## src/rtl/sega_pad_pkg.sv

```systemverilog
// Shared constants and the DB9 output map for the Mega Drive pad responder.
package sega_pad_pkg;

  // btn_i bit positions, MXYZ SACB RLDU
  localparam int BTN_U = 0;
  localparam int BTN_D = 1;
  localparam int BTN_L = 2;
  localparam int BTN_R = 3;
  localparam int BTN_B = 4;
  localparam int BTN_C = 5;
  localparam int BTN_A = 6;
  localparam int BTN_S = 7;
  localparam int BTN_Z = 8;
  localparam int BTN_Y = 9;
  localparam int BTN_X = 10;
  localparam int BTN_M = 11;

  // pad_o bit positions: p4, p3, p2, p1, p6, p9
  localparam int PAD_R  = 0;
  localparam int PAD_L  = 1;
  localparam int PAD_D  = 2;
  localparam int PAD_U  = 3;
  localparam int PAD_P6 = 4;
  localparam int PAD_P9 = 5;

  localparam logic [2:0] CNT_IDLE = 3'd0;
  localparam logic [2:0] CNT_ID   = 3'd5;
  localparam logic [2:0] CNT_XYZM = 3'd6;
  localparam logic [2:0] CNT_HI   = 3'd7;

  localparam logic [5:0] PAD_IDLE = 6'b111111;

  // Negative-logic pin image for a given select level, edge count and button word.
  function automatic logic [5:0] pad_map(input logic sel, input logic [2:0] cnt,
                                         input logic [11:0] btn);
    logic [5:0] pad;
    pad = PAD_IDLE;
    if (sel) begin
      pad[PAD_P9] = ~btn[BTN_C];
      pad[PAD_P6] = ~btn[BTN_B];
      if (cnt == CNT_XYZM) begin
        pad[PAD_U] = ~btn[BTN_Z];
        pad[PAD_D] = ~btn[BTN_Y];
        pad[PAD_L] = ~btn[BTN_X];
        pad[PAD_R] = ~btn[BTN_M];
      end else begin
        pad[PAD_U] = ~btn[BTN_U];
        pad[PAD_D] = ~btn[BTN_D];
        pad[PAD_L] = ~btn[BTN_L];
        pad[PAD_R] = ~btn[BTN_R];
      end
    end else begin
      pad[PAD_P9] = ~btn[BTN_S];
      pad[PAD_P6] = ~btn[BTN_A];
      case (cnt)
        CNT_ID:  pad[PAD_U:PAD_R] = 4'b0000;
        CNT_HI:  pad[PAD_U:PAD_R] = 4'b1111;
        default: pad[PAD_U:PAD_R] = {~btn[BTN_U], ~btn[BTN_D], 2'b00};
      endcase
    end
    return pad;
  endfunction

endpackage

```

## src/rtl/sel_edge_sync.sv

```systemverilog
// Multi-stage synchronizer for the DB9 select line plus a single-cycle edge pulse.
module sel_edge_sync #(
  parameter int SYNC_STAGES = 2
) (
  input  logic clk_sys,
  input  logic reset,
  input  logic sel_i,
  output logic sel_s,
  output logic sel_edge
);

  logic [SYNC_STAGES-1:0] sync_q;
  logic                   sel_d;

  // Stages preset high so an idle host (select high) produces no edge after reset.
  always_ff @(posedge clk_sys) begin
    if (reset) begin
      sync_q <= '1;
      sel_d  <= 1'b1;
    end else begin
      // NOTE: non-blocking assignments make every stage sample the previous one's old value.
      sync_q <= {sync_q[SYNC_STAGES-2:0], sel_i};
      sel_d  <= sync_q[SYNC_STAGES-1];
    end
  end

  assign sel_s    = sync_q[SYNC_STAGES-1];
  assign sel_edge = sel_s ^ sel_d;

endmodule

```

## src/rtl/sega_pad_responder.sv

```systemverilog
// DB9 Mega Drive 3/6-button pad emulation driven by the host select line.
// Optional macro SEGA_PAD_FORCE3_EN adds force_3btn_i to restrict the pad to 3-button mode.
module sega_pad_responder #(
  parameter int TIMEOUT_CYCLES = 85909,
  parameter int SYNC_STAGES    = 2
) (
  input  logic        clk_sys,
  input  logic        reset,
  input  logic        sel_i,
  input  logic [11:0] btn_i,
`ifdef SEGA_PAD_FORCE3_EN
  input  logic        force_3btn_i,
`endif
  output logic [5:0]  pad_o,
  output logic [2:0]  phase_o
);

  import sega_pad_pkg::*;

  localparam int              TW        = $clog2(TIMEOUT_CYCLES);
  localparam logic [TW-1:0]   TIMER_MAX = TW'(TIMEOUT_CYCLES - 1);

  logic          sel_s;
  logic          sel_edge;
  logic          wrap3;
  logic [2:0]    cnt;
  logic [2:0]    cnt_nxt;
  logic [TW-1:0] timer;

  sel_edge_sync #(.SYNC_STAGES(SYNC_STAGES)) u_sync (
    .clk_sys  (clk_sys),
    .reset    (reset),
    .sel_i    (sel_i),
    .sel_s    (sel_s),
    .sel_edge (sel_edge)
  );

  always_comb begin
    // NOTE: defaults first so no path leaves a combinational signal unassigned (no latch).
    wrap3   = 1'b0;
    cnt_nxt = cnt;
`ifdef SEGA_PAD_FORCE3_EN
    wrap3   = force_3btn_i;
`endif
    // An edge always beats a coincident timeout.
    if (sel_edge) begin
      cnt_nxt = (wrap3 && cnt == 3'd3) ? CNT_IDLE : cnt + 3'd1;
    end else if (timer == TIMER_MAX) begin
      cnt_nxt = CNT_IDLE;
    end
  end

  // Output is built from the next count so pad_o and phase_o change on the same clock.
  always_ff @(posedge clk_sys) begin
    if (reset) begin
      cnt   <= CNT_IDLE;
      timer <= '0;
      pad_o <= PAD_IDLE;
    end else begin
      cnt   <= cnt_nxt;
      pad_o <= pad_map(sel_s, cnt_nxt, btn_i);
      if (sel_edge) begin
        timer <= '0;
      end else if (timer != TIMER_MAX) begin
        timer <= timer + 1'b1;
      end
    end
  end

  assign phase_o = cnt;

endmodule

```

## config.mk

```make
export PLATFORM = sky130hd
export DESIGN_NAME = sega_pad_responder
export DESIGN_NICKNAME = d
export VERILOG_FILES = /design/src/rtl/sega_pad_pkg.sv /design/src/rtl/sel_edge_sync.sv /design/src/rtl/sega_pad_responder.sv
export SDC_FILE = /design/constraint.sdc
export NUM_CORES = 1
export LEC_CHECK = 0
export ABC_AREA = 0
export CORE_MARGIN = 1
export CORE_UTILIZATION = 50
export DETAILED_ROUTE_END_ITERATION = 10
export DONT_BUFFER_PORTS = 1
export GPL_TIMING_DRIVEN = 0
export PLACE_DENSITY = 0.72
export SLEW_MARGIN = 25
export SYNTH_ARGS = -nofsm -noshare
export SYNTH_HDL_FRONTEND = slang
export SYNTH_SLANG_ARGS = --single-unit
```

## constraint.sdc

```tcl
create_clock -name clk_sys -period 2.64 [get_ports clk_sys]
set_input_delay 0.792 -clock clk_sys [delete_from_list [all_inputs] [get_ports clk_sys]]
set_output_delay 0.792 -clock clk_sys [all_outputs]
set_load 0.02 [all_outputs]
```

; Word-level counts from Yosys, hierarchy flattened
; Index checks and enable logic that the tools add are counted.
[totals]
regBits = 29
in_bits = 15
out_inout_bits = 9
word_cells = 31
[classes]
n_addsub = 2
n_eq_ne = 5
mux = 5
bitwise_logic = 13
reduce_logical = 1
[ops]
columns = operator, count
row1 = $add 17x1->17 const B, 1
row2 = $eq 17x17->1 const B, 1
row3 = $ne 17x17->1 const B, 1
row4 = $not 1->1, 12
row5 = $eq 3x3->1 const B, 3
row6 = $pmux 4 s2, 1
row7 = $mux 3, 2
row8 = $mux 6, 1
row9 = $mux 4, 1
row10 = $add 3x1->3 const B, 1
row11 = $reduce_or 2->1, 1
row12 = $xor 1x1->1, 1

; Depth between registers and ports, before layout
[depth]
word_depth = 6
mapped_depth = 8
ltp_nobuf = 7

; Modules after synthesis
; A second synthesis with hierarchy kept.
[unflattened]
hier_cells = 159
hier_area_um2 = 1426.4
[modules_own_cells]
columns = module, n_inst, cells_each, area_per_inst_um2, seq_area_each_um2
row1 = sega_pad_responder, 1, 152, 1338.8, 520.5
row2 = sel_edge_sync, 1, 7, 87.6, 60.1

; Least setup slack after synthesis
; No wires, ideal clock.
[synth_timing]
kind = register to register
start = register timer[3]
end = register pad_o[0]
setup_time_ns = 0.116
arrival_time_ns = 1.966
required_ns = 2.524
path_slack_ns = 0.558
stages_incl_launch_ff = 6
path_buffers = 0
synth_period_minus_slack_ns = 2.082
path_cell_list = dfxtp_1 > or4b_4 > or4_4 > a32oi_4 > o21ai_0 > a31o_1
[synth_via]
elab_chain_len = 6
elab_cells_between_ends = 9
classes_between = eq/ne (4) / mux (5)
[synth_rtl]
columns = item, line_no
row1 = "start, declared", sega_pad_responder.sv:28  ; logic [TW-1:0] timer;
row2 = "start signal, assigned", sega_pad_responder.sv:65  ; timer <= timer + 1'b1;
row3 = $eq 17x17->1 (*), sega_pad_responder.sv:48  ; end else if (timer == TIMER_MAX) begin
row4 = $mux 3 (*), sega_pad_responder.sv:48
row5 = $mux 3 (*), sega_pad_responder.sv:46  ; if (sel_edge) begin
row6 = $eq 3x3->1 (on tied branches), "sega_pad_pkg.sv:55, sega_pad_pkg.sv:41"
row7 = $pmux 4 s2 / $mux 4 (equally long branches), "sega_pad_pkg.sv:55, sega_pad_pkg.sv:41"
row8 = $mux 6 (*), sega_pad_pkg.sv:38  ; if (sel) begin
row9 = "end signal, assigned", sega_pad_responder.sv:61  ; pad_o <= pad_map(sel_s, cnt_nxt, btn_i);
row10 = "end, declared", sega_pad_responder.sv:14  ; output logic [5:0] pad_o,
; Mark *: on every way between the ends. The rest lies on a longest branch, timed or not.
; A chain may end at the register's enable or synchronous reset.

; Worst setup path after layout
[layout_timing]
start = register timer[4]
end = register pad_o[2]
; Same word-level chain as after synthesis.

==> impl_metrics.toml <==
[power]
power.switching_uw = 216
netSwitchingFraction_pct = 21.9
internal-power_uw = 769
powerDensity_nw_per_um2 = 601
pwr-share-seq_pct = 47.6
vdd_drop_max_v = 0.000434
pwr-share-comb_pct = 6.2
p_leak_uw = 0.000570
clkPwrFrac_pct = 46.2

[timing]
setup_violations = 0
finClkSkew_ps = 10.2
fin_crit_ps = 2340
slew_violations = 0
maxClockFrequency_mhz = 427
tightest_slew_ps = 534
holdWs_ps = 422
rsz0062_at_grt = "false"
hold_viol_final = 0
finalSetupTns_ps = 0
slew_headroom_pct = 64.3
finalCritPeriodShare_pct = 88.8
fin_ws_ps = 297

[run_status]
violations = "DRC"
status = "finished with violations"

[final_layout]
diodes = 0
area_growth_pct = 9.45
design_area_um2 = 1640
finalNetCount = 193
drive_gt1_share_pct = 15.3

[route]
wl_per_cell_um = 14.8
drc = 5
drt-initial-drc-count = 36
drt-pass1-iter-count = 7
viasPerCell = 5.77
postRouteWirelength_mm = 3.07
vias = 1195
ant_nets = 0

[synthesis]
ys_ff_latch = 29
yosysSeqAreaShare_pct = 38.8
synth_cells = 168
avgSynthCellArea_um2 = 8.91
synth_area_um2 = 1500
synth_cell_types = 42
ys_warn_count = 0
synth_nets = 186

[floorplan]
io_pins = 24
rows = 19
coreArea_um2 = 2810
die_area_um2 = 3220
die_y_um = 56.7
start_util_pct = 53.3
fp.dieW_um = 56.7

[clocking]
cts_max_level = 2
insertion_delay_ps = 330
root_buffer = "clkbuf_4"
clk_pin_slew_ps = 100
postCtsResizedCells = 0
cts_tree = "built"
clock_path_buffers = 2
post_cts.repair.setup_buffers = 0
cts_buffers = 5
cts_sinks = 29
hold_buffers = 0

[critical_path]
startpoint_type = "flop"
required_ps = 2860
endpoint_kind = "flop"
path_class = "reg -> reg"
crit_fanout = 10
worst_ep_arrival_time_ps = 2560

[place]
portBuffers = 0
place_ws_ps = 335
place_congestion = 0.779
dpl.hpwl_mm = 2.26
placed_area_um2 = 1540

[global_routing]
grt_pass1_wl_mm = 5.07
antenna_found_initial = 0
overflow = 0
grt_usage_pct = 21.1
grt_max_degree = 11
grt_pass1_vias = 1115

[min_path]
min_path_type = "reg -> reg"

[job]
drv_cap = 0
[through the flow]
| stage | total power (uW) | util (%) | std cells |
|---|---|---|---|
| 2_1_floorplan | 526 | - | 168 |
| 3_3_place_gp | 537 | 54.7 | 199 |
| 3_5_place_dp | 540 | 54.7 | 199 |
| 4_1_cts | 995 | 58.4 | 207 |
| 5_1_grt | 1020 | 58.4 | 207 |
| 6_report | 984 | 58.4 | 207 |
[cell families (layout without fill, tap and decap cells)]
| group | Yosys count | after routing | share of synthesized area, % |
|---|---|---|---|
| and+or+nand+nor | 80 | 80 | 30.2 |
| DFF | 29 | 29 | 38.8 |
| AOI/OAI and AO/OA | 25 | 25 | 12.0 |
| xor gates and xnor gates | 18 | 18 | 10.5 |
| buffers and inverters | 10 | 18 | 3.93 |
| adders and majority gates | 3 | 3 | 2.51 |
| muxes | 3 | 3 | 2.01 |
[sequential cells by signal, summed over array words and instances, names as in the netlist]
signal	cells
pad_o	6
u_sync.sync_q	2
phase_o	3
u_sync.sel_d	1
timer	17
[final cells by class]
class	instances	area, um^2
plain buffers	7	47.5
clock buffers	5	37.5
clock inverters	3	65.1
fillers	255	1170
inverters	3	11.3
multi-input cells	129	857
flip-flops and latches	29	581
well taps	31	38.8
[synth_stat cells, drive strengths merged]
library cell | n | area [um^2]
nor3 | 3 | 15.0
nand3b | 2 | 15.0
nand2 | 17 | 63.8
dfxtp | 29 | 581
o21ai | 7 | 35.0
nand3 | 6 | 30.0
or3 | 3 | 20.0
xnor2 | 8 | 70.1
a21o | 1 | 7.51
or4b | 1 | 13.8
ha | 3 | 37.5
or2 | 5 | 31.3
a32oi | 1 | 27.5
inv | 3 | 11.3
buf | 4 | 32.5
clkbuf | 3 | 15.0
nand2b | 1 | 6.26
and3b | 1 | 8.76
nor2b | 1 | 6.26
a211oi | 4 | 35.0
nand4b | 1 | 8.76
and3 | 2 | 12.5
nor2 | 19 | 71.3
and4 | 1 | 10.0
o32ai | 1 | 8.76
nor4 | 5 | 31.3
nand4bb | 1 | 27.5
a31o | 3 | 26.3
or4 | 3 | 27.5
mux2i | 3 | 30.0
a21oi | 8 | 40.0
nand4 | 5 | 31.3
nor3b | 2 | 15.0
and2 | 1 | 6.26
xor2 | 10 | 87.6
[critical path: stages, from the launching register on]
cell	delay [ps]
dfxtp_1	450
or4b_4	510
nor4_1	430
buf_2	300
o21ai_0	150
a21oi_1	270
a211oi_1	110
[path summary, 6_finish.rpt]
check	from	to	slack (ps)	cells after the start
max reg2reg	timer[4]$_SDFFE_PP0N_	pad_o[2]$_SDFF_PP1_	300	6
max	timer[4]$_SDFFE_PP0N_	pad_o[2]$_SDFF_PP1_	300	6
min reg2reg	u_sync.sync_q[0]$_SDFF_PP1_	u_sync.sync_q[1]$_SDFF_PP1_	420	1
min	u_sync.sync_q[0]$_SDFF_PP1_	u_sync.sync_q[1]$_SDFF_PP1_	420	1
[routing by layer]
| layer | GRT usage, % | up-vias | routed length (um) |
|---|---|---|---|
| li1 | - | 605 | - |
| met1 | 25.3 | 560 | 1380 |
| met5 | 0 | - | 0 |
| met2 | 34.2 | 21 | 1510 |
| met3 | 5.99 | 9 | 130 |
| met4 | 10.4 | 0 | 55 |
[power by group through the flow]
| stage | registers [uW] | logic, uW | clock network [uW] |
|---|---|---|---|
| final | 469 | 61.0 | 455 |
| after global placement | 478 | 58.9 | 0 |
| after detailed placement | 479 | 61.0 | 0 |
| after CTS | 469 | 61.7 | 464 |
| after floorplan | 476 | 49.9 | 0 |
| after global routing | 470 | 68.6 | 481 |
[cells in the final DEF, fill, tap and decap left out, types with 2 or more instances in the layout]
cell type	count
a211oi_1	3
a21oi_1	8
a31o_1	2
and3_1	2
buf_2	2
buf_6	2
bufinv_16	2
clkbuf_1	2
clkbuf_4	6
dfxtp_1	29
ha_1	3
inv_1	3
mux2i_1	3
nand2_1	17
nand3_1	6
nand3b_1	2
nand4_1	5
nor2_1	19
nor3_1	3
nor3b_1	2
nor4_1	5
o21ai_0	7
or2_2	5
or3_1	2
xnor2_1	8
xor2_1	10
Note: power is estimated with default switching activity, not from simulation.
